[src/rtl/mmio_frame_reader_pkg.sv]
// ============================================================================
// mmio_frame_reader_pkg
// Shared state encoding and default bus widths for the frame reader.
// Revision: 1.0
// ============================================================================
`default_nettype none

package mmio_frame_reader_pkg;

  localparam int DEF_ADDR_WIDTH = 12;
  localparam int DEF_DATA_WIDTH = 32;

  typedef enum logic [1:0] {
    ST_IDLE  = 2'd0,
    ST_FETCH = 2'd1,
    ST_DRAIN = 2'd2
  } state_e;

endpackage

`default_nettype wire

[src/rtl/mmio_frame_reader_fwft_fifo.sv]
// ============================================================================
// fwft_fifo
// First-word-fall-through FIFO; the head entry is visible on rdata_o.
// Revision: 1.0
// ============================================================================
`default_nettype none

module fwft_fifo
  import mmio_frame_reader_pkg::*;
#(
  parameter int WIDTH = DEF_DATA_WIDTH,
  parameter int DEPTH = 4
) (
  input  logic                     clk,
  input  logic                     reset,
  input  logic                     push_i,
  input  logic [WIDTH-1:0]         wdata_i,
  input  logic                     pop_i,
  output logic [WIDTH-1:0]         rdata_o,
  output logic [$clog2(DEPTH):0]   count_o,
  output logic                     empty_o,
  output logic                     full_o
);

  localparam int AW = $clog2(DEPTH);
  localparam logic [AW-1:0] PTR_ONE = AW'(1);
  localparam logic [AW:0]   CNT_ONE = (AW + 1)'(1);

  logic [WIDTH-1:0] mem_q [DEPTH];
  logic [AW-1:0]    wr_ptr_q;
  logic [AW-1:0]    rd_ptr_q;
  logic [AW:0]      count_q;
  logic             do_push;
  logic             do_pop;

  assign empty_o = (count_q == '0);
  assign full_o  = (count_q == (AW + 1)'(DEPTH));
  assign count_o = count_q;
  assign rdata_o = mem_q[rd_ptr_q];

  // A push into a full FIFO is still legal when the head leaves in the same cycle.
  assign do_pop  = pop_i && !empty_o;
  assign do_push = push_i && (!full_o || do_pop);

  always_ff @(posedge clk) begin
    if (reset) begin
      wr_ptr_q <= '0;
      rd_ptr_q <= '0;
      count_q  <= '0;
    end else begin
      if (do_push) wr_ptr_q <= wr_ptr_q + PTR_ONE;
      if (do_pop)  rd_ptr_q <= rd_ptr_q + PTR_ONE;
      case ({do_push, do_pop})
        2'b10:   count_q <= count_q + CNT_ONE;
        2'b01:   count_q <= count_q - CNT_ONE;
        default: count_q <= count_q;
      endcase
    end
  end

  always_ff @(posedge clk) begin
    if (do_push) mem_q[wr_ptr_q] <= wdata_i;
  end

endmodule

`default_nettype wire

[src/rtl/mmio_frame_reader.sv]
// ============================================================================
// mmio_frame_reader
// Reads a block of RAM words through a granted read port and streams them out.
// Revision: 1.0
// ============================================================================
`default_nettype none

module mmio_frame_reader
  import mmio_frame_reader_pkg::*;
#(
  parameter int ADDR_WIDTH = DEF_ADDR_WIDTH,
  parameter int DATA_WIDTH = DEF_DATA_WIDTH,
  parameter int FIFO_DEPTH = 4
) (
  input  logic                  clk,
  input  logic                  reset,
  input  logic                  start,
  input  logic [ADDR_WIDTH-1:0] base_addr,
  input  logic [ADDR_WIDTH-1:0] length,
  output logic                  busy,
  output logic                  done,
  input  logic                  mem_grant,
  output logic                  mem_rd,
  output logic [ADDR_WIDTH-1:0] mem_addr,
  input  logic [DATA_WIDTH-1:0] mem_rdata,
  output logic [DATA_WIDTH-1:0] pix_data,
  output logic                  pix_valid,
  input  logic                  pix_ready
);

  localparam int CW = $clog2(FIFO_DEPTH) + 1;
  localparam logic [ADDR_WIDTH-1:0] ADDR_ONE = ADDR_WIDTH'(1);

  state_e                state_q, state_d;
  logic [ADDR_WIDTH-1:0] rd_ptr_q, rd_ptr_d;
  logic [ADDR_WIDTH-1:0] issue_cnt_q, issue_cnt_d;
  logic [ADDR_WIDTH-1:0] out_cnt_q, out_cnt_d;
  logic                  inflight_q;
  logic                  done_q, done_d;

  logic [CW-1:0]         fifo_count;
  logic                  fifo_empty;
  logic                  fifo_full;
  logic [DATA_WIDTH-1:0] fifo_head;
  logic                  credit_ok;
  logic                  issue;
  logic                  xfer;

  // Reserve a FIFO slot for the read still in flight so returns never overflow.
  assign credit_ok = (fifo_count + CW'(inflight_q)) < CW'(FIFO_DEPTH);
  assign issue     = (state_q == ST_FETCH) && mem_grant && (issue_cnt_q != '0)
                     && credit_ok && !fifo_full;
  assign xfer      = pix_valid && pix_ready;

  assign mem_rd    = issue;
  assign mem_addr  = issue ? rd_ptr_q : '0;
  assign busy      = (state_q != ST_IDLE);
  assign done      = done_q;
  assign pix_valid = !fifo_empty;
  assign pix_data  = fifo_empty ? '0 : fifo_head;

  fwft_fifo #(
    .WIDTH (DATA_WIDTH),
    .DEPTH (FIFO_DEPTH)
  ) u_fifo (
    .clk     (clk),
    .reset   (reset),
    .push_i  (inflight_q),
    .wdata_i (mem_rdata),
    .pop_i   (xfer),
    .rdata_o (fifo_head),
    .count_o (fifo_count),
    .empty_o (fifo_empty),
    .full_o  (fifo_full)
  );

  always_ff @(posedge clk) begin
    if (reset) begin
      state_q     <= ST_IDLE;
      rd_ptr_q    <= '0;
      issue_cnt_q <= '0;
      out_cnt_q   <= '0;
      inflight_q  <= 1'b0;
      done_q      <= 1'b0;
    end else begin
      state_q     <= state_d;
      rd_ptr_q    <= rd_ptr_d;
      issue_cnt_q <= issue_cnt_d;
      out_cnt_q   <= out_cnt_d;
      inflight_q  <= issue;
      done_q      <= done_d;
    end
  end

  always_comb begin
    state_d     = state_q;
    rd_ptr_d    = rd_ptr_q;
    issue_cnt_d = issue_cnt_q;
    out_cnt_d   = xfer ? (out_cnt_q - ADDR_ONE) : out_cnt_q;
    done_d      = 1'b0;
    case (state_q)
      ST_IDLE: begin
        if (start) begin
          rd_ptr_d    = base_addr;
          issue_cnt_d = length;
          out_cnt_d   = length;
          if (length == '0) done_d  = 1'b1;
          else              state_d = ST_FETCH;
        end
      end
      ST_FETCH: begin
        if (issue) begin
          rd_ptr_d    = rd_ptr_q + ADDR_ONE;
          issue_cnt_d = issue_cnt_q - ADDR_ONE;
          if (issue_cnt_q == ADDR_ONE) state_d = ST_DRAIN;
        end
      end
      ST_DRAIN: begin
        if (xfer && (out_cnt_q == ADDR_ONE)) begin
          state_d = ST_IDLE;
          done_d  = 1'b1;
        end
      end
      default: state_d = ST_IDLE;
    endcase
  end

endmodule

`default_nettype wire
[config.mk]
export PLATFORM = sky130hd
export DESIGN_NAME = mmio_frame_reader
export DESIGN_NICKNAME = d
export VERILOG_FILES = /design/src/rtl/mmio_frame_reader_pkg.sv /design/src/rtl/mmio_frame_reader_fwft_fifo.sv /design/src/rtl/mmio_frame_reader.sv
export SDC_FILE = /design/constraint.sdc
export NUM_CORES = 1
export LEC_CHECK = 0
export ABC_AREA = 1
export BUFFER_PORTS_ARGS = -buffer_cell sky130_fd_sc_hd__buf_2
export CORE_ASPECT_RATIO = 0.9
export CORE_MARGIN = 10
export CORE_UTILIZATION = 38
export CTS_CLUSTER_SIZE = 14
export DETAILED_ROUTE_END_ITERATION = 7
export PLACE_DENSITY = 0.6
export SKIP_LAST_GASP = 1
export SYNTH_ARGS = -nofsm -noshare
export SYNTH_HDL_FRONTEND = slang
export SYNTH_HIERARCHICAL = 1
export SYNTH_SLANG_ARGS = --single-unit
[constraint.sdc]
create_clock -name clk -period 7.1 [get_ports clk]
set_input_delay 0.355 -clock clk [delete_from_list [all_inputs] [get_ports clk]]
set_output_delay 0.355 -clock clk [all_outputs]
set_load 0.005 [all_outputs]
==> out/results.ini <==
[run_status]
status=finished, final reports clean

[pwr]
p_leak_nw=3.99
ir_drop_mv=0.166
powerDensity_nw_per_um2=258

[critical_path]
critPathArrivalTime_ns=2.86
end_kind=register
startpoint_type=register
critPathKind=reg2reg
critPathMaxFanout=32
cp.required_ns=7.15

[clocking]
cts_buffer_depth=2
clock_sinks=177
root_buffer=clkbuf_16
numCtsBuffers=17
cts_tree=done
worst_skew_pair.late_latency_ns=0.43
clk_pin_slew_ns=0.08
postCtsHoldBufs=0
postCtsSetupBuffers=0
h-tree-depth=4
ctsResizeCount=0

[final_layout]
syn2layout_area_growth_pct=16.2
multi_input_comb_area_um2=2830
fill_cells=2104
nets=1075
seq_area_um2=4830
layout-drive-gt1-share=0.175

[global_routing]
grt-ovfl-total=0
grtUsageTotal=0.141
antenna_found_initial=2
grt_pass1_wl_mm=32.4
grt_pass1_vias=6389
grt_max_degree=66

[route]
routed_wirelength_mm=19.7
wl_per_cell_um=15.1
dr.first_iter.drc_count=425
drtPass1Iterations=5
via_count=6392
drc=0
ant_nets=0
vias_per_cell=4.89

[floorplanning]
die-height_um=160
start_util=0.385
num_rows=51
die_w_um=176
core_area_um2=21600
io_pins=109
dieArea_um2=28200

[sta]
fin_tns_setup_ns=0
holdWs_ns=0.143
setup_viol=0
relSlewSlack=0.283
fmax_mhz=356
worst_pin_slew_ns=1.07
rsz0062_at_grt=no
drv_slew=0
report.final.hold_viol_count=0
period_needed_ns=2.81
finalCritPeriodShare=0.395
clock-skew-final_ns=0.0120

[logic_synthesis]
netlist_area_um2=8310
synthesis.instances=911
seq_area_frac_synth=0.580
ys_ff_latch=177
yosysWarnings=6
yosysUniqueCellTypes=36
avgSynthCellArea_um2=9.12
synthesis.nets=984

[place]
dpl.hpwl_mm=12.9
gp_congestion=0.828
io_buffers=108

[worst_hold_path]
hp-class=in2reg

[run]
cap_violations=0

==> cell usage in the layout (no fill, tap or decap), types with 5 or more instances in the layout <==
master	netlist	routed
nor2_1	199	195
edfxtp_1	128	128
nand2_1	119	119
buf_2	7	108
inv_1	106	106
o21ai_0	81	81
dfxtp_1	49	48
nand3_1	42	42
o22ai_1	32	32
o21ai_1	28	28
clkbuf_16	0	17
a21oi_1	14	14
ha_1	11	11
a21oi_2	7	7
nor3_1	6	6
inv_8	1	6
nor2_4	1	5
xnor2_1	5	5
a31oi_1	5	5
xor2_1	5	5
nand4_1	5	5
==> logic make-up (layout without fill, tap and decap cells) <==
logic type      count (synthesis)  in the layout  share of synthesized area
xor+xnor                       10             10                     0.0105
fa+ha+maj                      12             12                     0.0190
flops                         177            177                      0.580
buf+inv                       151            255                     0.0826
simple gates                  385            385                      0.190
compound gates                176            176                      0.118
other cells                     0              1                          0
==> area by class of cell <==
type,count,area share
sequential,177,0.500
multi-input combinational,583,0.293
clock buffer,17,0.0441
inverter,112,0.0446
timing repair buffer,111,0.0583
clock inverter,15,0.0223
antenna,1,0.000259
tap,291,0.0377
==> cell usage after synthesis <==
master    number  area share
xor2_1         5      0.0053
nand2_1      119       0.054
buf_1          1     0.00045
o21ai_2        3      0.0032
nor2_2         3      0.0023
nor2_4         1      0.0014
dfxtp_1       49        0.12
clkbuf_1      16      0.0072
ha_1          11       0.017
o21bai_1       2      0.0018
a21oi_1       14      0.0084
a21oi_2        7      0.0074
nand2_4        2      0.0027
inv_2          4      0.0018
edfxtp_1     128        0.46
nand4_1        5      0.0038
fa_1           1      0.0024
or2_2          4      0.0030
xnor2_1        5      0.0053
a31oi_1        5      0.0038
inv_8          1      0.0014
nor3_1         6      0.0036
inv_1        106       0.048
nand2_2        2      0.0015
o211ai_1       4      0.0036
buf_4          4      0.0036
buf_8          1      0.0018
nand3_1       42       0.025
nand3_2        2      0.0024
buf_2          7      0.0042
o21ai_1       28       0.017
buf_6         10       0.014
nor2_1       199       0.090
o21ai_0       81       0.049
inv_4          1     0.00075
o22ai_1       32       0.024
==> flip-flops by register name (all words and copies together), names as in the netlist, named ones only <==
signal	flops
issue_cnt_q	12
u_fifo/rd_ptr_q	2
u_fifo/count_o	3
out_cnt_q	12
inflight_q	1
done	1
u_fifo/mem_q	128
u_fifo/wr_ptr_q	2
state_q	2
rd_ptr_q	12
==> worst max-delay path: stages (launching register included) <==
cell	delay, ns
dfxtp_1	0.39
nor2_1	0.08
nand2_1	0.12
inv_1	0.08
inv_2	0.05
nand2_1	0.11
inv_2	0.20
inv_1	0.06
nand3_1	0.17
nand2_1	0.28
nor2_4	0.90
==> through the flow <==
step	cell area (um2)	util	instances	setup WS [ns]	total power [mW]
after detailed placement	9010	0.418	1274	4.26	1.52
final	9660	0.448	1307	4.29	2.49
after floorplan	8310	-	911	3.98	1.42
after global placement	9010	0.418	1274	4.34	1.52
after CTS	9650	0.448	1306	4.25	2.52
after global routing	9660	0.448	1307	4.01	2.62
==> routing by layer <==
| metal | wire length [um] | track usage | vias up |
|---|---|---|---|
| met5 | 7 | 0 | - |
| met4 | 223 | 0.0474 | 2 |
| met3 | 1330 | 0.0427 | 19 |
| met2 | 9060 | 0.220 | 192 |
| met1 | 9130 | 0.181 | 2975 |
| li1 | - | - | 3204 |
==> final timing paths <==
kind | from | endpoint | slack [ns] | cells past startpoint
worst max-delay path | u_fifo/count_o[1]$_SDFFE_PP0P_ | u_fifo/mem_q[3][5]$_DFFE_PP_ | 4.29 | 10
worst min-delay path | mem_rdata[8] | u_fifo/mem_q[0][8]$_DFFE_PP_ | 0.14 | 1
worst max register to register | u_fifo/count_o[1]$_SDFFE_PP0P_ | u_fifo/mem_q[3][5]$_DFFE_PP_ | 4.29 | 10
worst min register to register | out_cnt_q[6]$_SDFF_PP0_ | out_cnt_q[6]$_SDFF_PP0_ | 0.49 | 2
==> report_power, final <==
group | internal (mW) | total (mW) | leakage (nW) | switching (mW)
Sequential | 1.15 | 1.18 | 1.56 | 0.0336
Combinational | 0.113 | 0.321 | 2.12 | 0.208
Clock | 0.545 | 0.990 | 0.309 | 0.445
Total | 1.80 | 2.49 | 3.99 | 0.686
Power figures use the tool's default switching activity.
